**config.mk**
```make
export PLATFORM = sky130hd
export DESIGN_NAME = ccff_bitstream_loader
export DESIGN_NICKNAME = d
export VERILOG_FILES = /design/src/rtl/ccff_bitstream_loader.sv
export SDC_FILE = /design/constraint.sdc
export NUM_CORES = 1
export LEC_CHECK = 0
export CAP_MARGIN = 10
export CELL_PAD_IN_SITES_DETAIL_PLACEMENT = 1
export CELL_PAD_IN_SITES_GLOBAL_PLACEMENT = 1
export CORE_MARGIN = 5
export CORE_UTILIZATION = 37
export DETAILED_ROUTE_END_ITERATION = 7
export PLACE_DENSITY = 0.86
export SYNTH_ARGS = -nofsm -noshare
export SYNTH_HDL_FRONTEND = slang
export SYNTH_SLANG_ARGS = --single-unit
```
**constraint.sdc**
```tcl
create_clock -name prog_clk -period 1.7 [get_ports prog_clk]
set_input_delay 0.34 -clock prog_clk [delete_from_list [all_inputs] [get_ports prog_clk]]
set_output_delay 0.34 -clock prog_clk [all_outputs]
set_load 0.05 [all_outputs]
```
**src/rtl/ccff_bitstream_loader.sv**
```systemverilog
// Word-to-serial loader driving the head of a CCFF configuration chain, MSB first.
// Optional readback of the chain tail is enabled by defining CCFF_TAIL_CAPTURE_EN.
module ccff_bitstream_loader #(
  parameter int DATA_W    = 8,
  parameter int CHAIN_LEN = 1024,
  parameter int CNT_W     = $clog2(CHAIN_LEN + 1)
) (
  input  logic              prog_clk,
  input  logic              pReset_n,
  input  logic              start,
  input  logic [DATA_W-1:0] s_data,
  input  logic              s_valid,
  output logic              s_ready,
  output logic              ccff_head,
  output logic              config_enable,
  input  logic              ccff_tail,
  output logic              busy,
  output logic              done,
  output logic [CNT_W-1:0]  bit_count,
  output logic [DATA_W-1:0] tail_word
);

  localparam int LEFT_W = $clog2(DATA_W + 1);

  typedef enum logic [1:0] {
    IDLE,
    LOAD,
    SHIFT,
    DONE
  } state_t;

  state_t            r_state;
  logic [DATA_W-1:0] r_shreg;
  logic [LEFT_W-1:0] r_bitsLeft;
  logic [CNT_W-1:0]  r_bitCount;
  logic              r_busy;
  logic              r_done;
  logic              r_ready;
  logic              r_enable;
  logic              w_lastBit;
  logic              w_startAccept;

  assign w_lastBit     = (r_bitCount == CNT_W'(CHAIN_LEN - 1));
  assign w_startAccept = (r_state == IDLE) && start;

  // Chain length limit wins over word boundaries, so a partial final word is dropped.
  always_ff @(posedge prog_clk or negedge pReset_n) begin
    if (!pReset_n) begin
      r_state    <= IDLE;
      r_shreg    <= '0;
      r_bitsLeft <= '0;
      r_bitCount <= '0;
      r_busy     <= 1'b0;
      r_done     <= 1'b0;
      r_ready    <= 1'b0;
      r_enable   <= 1'b0;
    end else begin
      case (r_state)
        IDLE: begin
          if (start) begin
            r_state    <= LOAD;
            r_bitCount <= '0;
            r_done     <= 1'b0;
            r_busy     <= 1'b1;
            r_ready    <= 1'b1;
          end
        end
        LOAD: begin
          if (s_valid) begin
            r_shreg    <= s_data;
            r_bitsLeft <= LEFT_W'(DATA_W);
            r_state    <= SHIFT;
            r_ready    <= 1'b0;
            r_enable   <= 1'b1;
          end
        end
        SHIFT: begin
          r_shreg    <= r_shreg << 1;
          r_bitsLeft <= r_bitsLeft - LEFT_W'(1);
          r_bitCount <= r_bitCount + CNT_W'(1);
          if (w_lastBit) begin
            r_state  <= DONE;
            r_enable <= 1'b0;
            r_busy   <= 1'b0;
            r_done   <= 1'b1;
          end else if (r_bitsLeft == LEFT_W'(1)) begin
            r_state  <= LOAD;
            r_enable <= 1'b0;
            r_ready  <= 1'b1;
          end
        end
        DONE: begin
          r_state <= IDLE;
        end
        default: begin
          r_state <= IDLE;
        end
      endcase
    end
  end

  assign s_ready       = r_ready;
  assign config_enable = r_enable;
  assign ccff_head     = r_enable & r_shreg[DATA_W-1];
  assign busy          = r_busy;
  assign done          = r_done;
  assign bit_count     = r_bitCount;

`ifdef CCFF_TAIL_CAPTURE_EN
  logic [DATA_W-1:0] r_tailWord;

  // Bits leaving the chain are the old configuration, giving readback for free.
  always_ff @(posedge prog_clk or negedge pReset_n) begin
    if (!pReset_n) begin
      r_tailWord <= '0;
    end else if (w_startAccept) begin
      r_tailWord <= '0;
    end else if (r_enable) begin
      r_tailWord <= {r_tailWord[DATA_W-2:0], ccff_tail};
    end
  end

  assign tail_word = r_tailWord;
`else
  logic w_unusedTail;
  logic w_unusedStart;

  assign w_unusedTail  = ccff_tail;
  assign w_unusedStart = w_startAccept;
  assign tail_word     = '0;
`endif

endmodule

```
# After elaboration in Yosys (flattened, before gate mapping)
# Cells that the tools add are included.
# W data, S select, Z words.
dict set report word_totals {
  output_inout_bits 24
  inputBits 13
  register_bits 29
}
dict set report op_classes {
  add_sub_neg 2
  reduce_logical 10
  eq_ne 11
  n_bitwise 1
  muxes 25
}
# operator n
set op_table {}
lappend op_table {{$pmux W11 S2} 1}
lappend op_table {{$pmux W8 S2} 1}
lappend op_table {{$add A11 B1 Y11 const B} 1}
lappend op_table {{$eq A11 B10 Y1 const B} 1}
lappend op_table {{$mux W11} 1}
lappend op_table {{$mux W1} 10}
lappend op_table {{$ne A2 B2 Y1 const B} 5}
lappend op_table {{$reduce_and A3 Y1} 3}
lappend op_table {{$mux W2} 4}
lappend op_table {{$mux W8} 1}
lappend op_table {{$pmux W2 S4} 1}
lappend op_table {{$pmux W4 S2} 1}
lappend op_table {{$pmux W1 S2} 3}
lappend op_table {{$reduce_and A5 Y1} 1}
lappend op_table {{$eq A2 B2 Y1 const B} 2}
lappend op_table {{$eq A4 B1 Y1 const B} 1}
lappend op_table {{$mux W4} 1}
lappend op_table {{$reduce_and A2 Y1} 2}
lappend op_table {{$reduce_bool A2 Y1} 2}
lappend op_table {{$sub A4 B1 Y4 const B} 1}
lappend op_table {{$ne A3 B3 Y1 const B} 1}
lappend op_table {{$pmux W1 S3} 1}
lappend op_table {{$reduce_bool A3 Y1} 1}
lappend op_table {{$eq A2 B1 Y1 const B} 1}
lappend op_table {{2 further kinds} 2}

# Depth between registers and ports, before layout
dict set report depth {
  depth_word 4
  ltp_mapped 6
  depth_no_buf 5
}

# Least setup slack after synthesis
# Ideal clock, no wire load.
dict set report synth_path {
  path_type {reg2reg}
  startpoint {register r_bitCount[0] (netlist: bit_count[0])}
  endpoint {register r_state[0]}
  path_stages_with_launch 5
  required_ns 1.596
  setup_time_ns 0.104
  synth_period_minus_slack_ns 1.884
  t_arrival_ns 1.781
  slack_ns -0.184
  cell_sequence {dfrtp_1 > ha_1 > nand4_2 > or4_1 > o311ai_1}
}
dict set report synth_between {
  elab_chain_cells 3
  elab_cells_between_ends 5
}
# item line
set synth_lines {}
lappend synth_lines {{start, declared} 35} ;# logic [CNT_W-1:0] r_bitCount;
lappend synth_lines {{start signal, assigned} 80} ;# r_bitCount <= r_bitCount + CNT_W'(1);
lappend synth_lines {{$eq A11 B10 Y1 *} 43} ;# assign w_lastBit = (r_bitCount == CNT_W'(CHAIN_LEN - 1));
lappend synth_lines {{$mux W2 or $ne A3 B3 Y1 (tied branches)} -}
lappend synth_lines {{$pmux W2 S4 or $reduce_and A3 Y1 (tied branches)} -}
lappend synth_lines {{end signal, assigned} 49} ;# r_state <= IDLE;
lappend synth_lines {{end signal, assigned} 61} ;# r_state <= LOAD;
lappend synth_lines {{end signal, assigned} 82} ;# r_state <= DONE;
lappend synth_lines {{end, declared} 32} ;# state_t r_state;
# Mark *: on every way between the ends. The rest lies on a longest branch, timed or not.
# A chain may end at the register's enable or synchronous reset.

# Worst setup path in the final report
dict set report layout_path {
  startpoint {register r_bitCount[1] (netlist: bit_count[1])}
  endpoint {register r_state[0]}
}
# Same word-level chain as after synthesis.

==> impl_metrics.ini <==
[sta]
finalSetupViolCount = 0
skew_ps = 2.74
finalCritPeriodShare = 0.900
grt_setup_unrepaired = false
period_needed_ps = 1530
finalMaxSlewViolations = 0
hold_viol = 0
fmax_mhz = 653
timing.final.ws_setup_ps = 170

[cts]
ctsHoldBuffers = 0
clockBufferDepth = 2
path_clk_slew_ps = 60
post_cts_resized = 0
numCtsBuffers = 5
root_buffer = clkbuf_8
h-tree-depth = 2
cts.sinks = 29
clock_latency_ps = 290
cts_tree = yes
cts_setup_buffers = 0

[setup_path]
slowest_stage = or4_1
critPathMaxFanout = 5
worstPathRequired_ps = 1880
reg2regPathDepth = 4
path_cells = ha_4 > nand4_2 > or4_1 > o311ai_1
startpoint_type = register
cpPeakStageDelay_ps = 560
path_delay_family = simple AND/OR/NAND/NOR gates
worstSetupEndpointType = register
arrival_ps = 1710
crit_buf_inv = 0
cp.depth = 4
crit_type = reg -> reg

[die]
ios = 37
rows = 23
start_util = 0.387
coreArea_mm2 = 0.00403
die_h_um = 74.9
die_x_um = 74.9
dieArea_mm2 = 0.00561

[drt]
via_per_inst = 5.35
route.detailed.drc = 0
ant_nets = 0
drt_iter0_drc = 69
wl_mm = 3.98
wl_per_cell_um = 15.4
vias = 1385
drt_first_pass_iters = 4

[yosys]
ys_async_sr_fraction = 1.00
yosys.area.top_type_share = 0.465
seq_area_frac_synth = 0.465
synth_top_cell_by_area = dfrtp_1
avgSynthCellArea_um2 = 9.22
yosysWarnings = 0
netlist_instances = 169
synth_seq_cells = 29
synth_edf_count = 0
netlist_area_mm2 = 0.00156
synth.distinct_cells = 39
synth_area_leaders = dfrtp_1 (47%), nand2_1 (6.7%), buf_4 (3.9%)
synth_flop_cell = dfrtp_1

[run]
cap_viol_max_count = 0

[global_routing]
grt_start_max_net_pins = 30
antenna_found_initial = 0
grt_remaining_overflow = 0
track_usage = 0.162
grt_pass1_vias = 1494
grt_pass1_wl_mm = 6.88

[worst_hold_path]
hp-class = in -> async

[placement]
place_hpwl_mm = 2.84
port_buffers = 27
place_inst = 251
pre_cts_slack_ps = -89.0
place_congestion = 0.767

[finish]
diodes = 0
multiInputGateArea_um2 = 736
nets = 224
instances_no_fill = 259
area_growth_pct = 33.7
drive_above_1_share = 0.225
nFillCells = 474
seq_area_um2 = 728
layout_commonest_cell = nand2_1
final_cell_mix = nand2_1 (28), dfrtp_1 (27), buf_4 (24), clkdlybuf4s50_1 (11)

[status]
status = finished, final reports clean

[power_and_ir_drop]
p_clk_frac = 0.211
swShare = 0.397
power_density_mw_per_mm2 = 1460
comb_power_share = 0.432
total_leakage_power_nw = 0.921
ir_drop_v = 0.000605
p_int_mw = 1.83
pwr-share-seq = 0.357
net-switching-power_mw = 1.21
-- per-stage QoR --
stage | hold WS, ps | total power, mW | instance area [um2] | utilization | setup TNS (ps)
floorplan | 44.4 | 1.94 | 1600 | - | 0
global placement | 473 | 2.34 | 1970 | 0.489 | -192
detailed placement | 492 | 2.41 | 1970 | 0.489 | -318
CTS | 459 | 3.06 | 2070 | 0.515 | 0
global route | 474 | 3.26 | 2080 | 0.517 | 0
finish | 447 | 3.04 | 2080 | 0.517 | 0
-- state kept, by name (all words and copies together) (netlist names) --
register	count
config_enable	1
bit_count	11
r_state	2
busy	1
r_shreg	8
done	1
s_ready	1
r_bitsLeft	4
-- power by group through the flow --
stage	clock (mW)	combinational, mW	sequential [mW]
after floorplan	0	0.781	1.16
after global placement	0	1.26	1.08
after detailed placement	0	1.32	1.09
after CTS	0.656	1.32	1.08
after global routing	0.695	1.44	1.12
final	0.641	1.31	1.08
-- area by class of cell --
cell class	instances	area share
Clock buffer	7	0.0462
Clock inverter	1	0.00240
Inverter	7	0.0126
Multi-Input combinational cell	123	0.353
Sequential cell	29	0.349
Tap cell	50	0.0300
Timing Repair Buffer	42	0.206
-- Yosys cell counts (all sizes together), types with 3 or more instances --
cell type  number
a21oi           5
a31oi           7
buf            15
dfrtp          29
ha              3
inv             7
mux2i           3
nand2          28
nand2b          5
nand3           8
nand3b          3
nor2            9
nor3            3
nor3b           3
nor4            4
o21ai           9
or3             5
-- layer usage --
metal  part of all wire  routed length, um  vias to the layer above  GRT usage
met2               0.49               1940                       32      0.253
met1               0.44               1770                      695      0.212
li1                   -                  -                      651          -
met3              0.046                184                        7     0.0441
met4              0.021                 85                        0     0.0652
met5                  0                  0                        -          0
-- kinds of logic (layout without fill, tap and decap cells) --
kind of cell / count (synthesis) / in the layout / share of synthesized area
AND/OR/NAND/NOR: 76 / 76 / 0.250
AO/OA/AOI/OAI: 32 / 32 / 0.138
flip-flops: 29 / 29 / 0.465
buffers and inverters: 24 / 57 / 0.0947
adder cells (fa/ha/maj): 3 / 3 / 0.0241
multiplexers: 3 / 3 / 0.0193
other: 1 / 8 / 0.00241
XOR/XNOR: 1 / 1 / 0.00562
-- path summary, 6_finish.rpt --
path / startpoint / endpoint / slack (ps)
setup / recovery: bit_count[1] / r_state[0] / 170
hold / removal: pReset_n / r_shreg[7] / 450
setup reg to reg: bit_count[1] / r_state[0] / 170
hold reg to reg: r_shreg[0] / r_shreg[0] / 510
max in group asynchronous: pReset_n / bit_count[1] / 960
min in group prog_clk: r_shreg[0] / r_shreg[0] / 510
No activity file was read; power rests on OpenSTA's default activity.
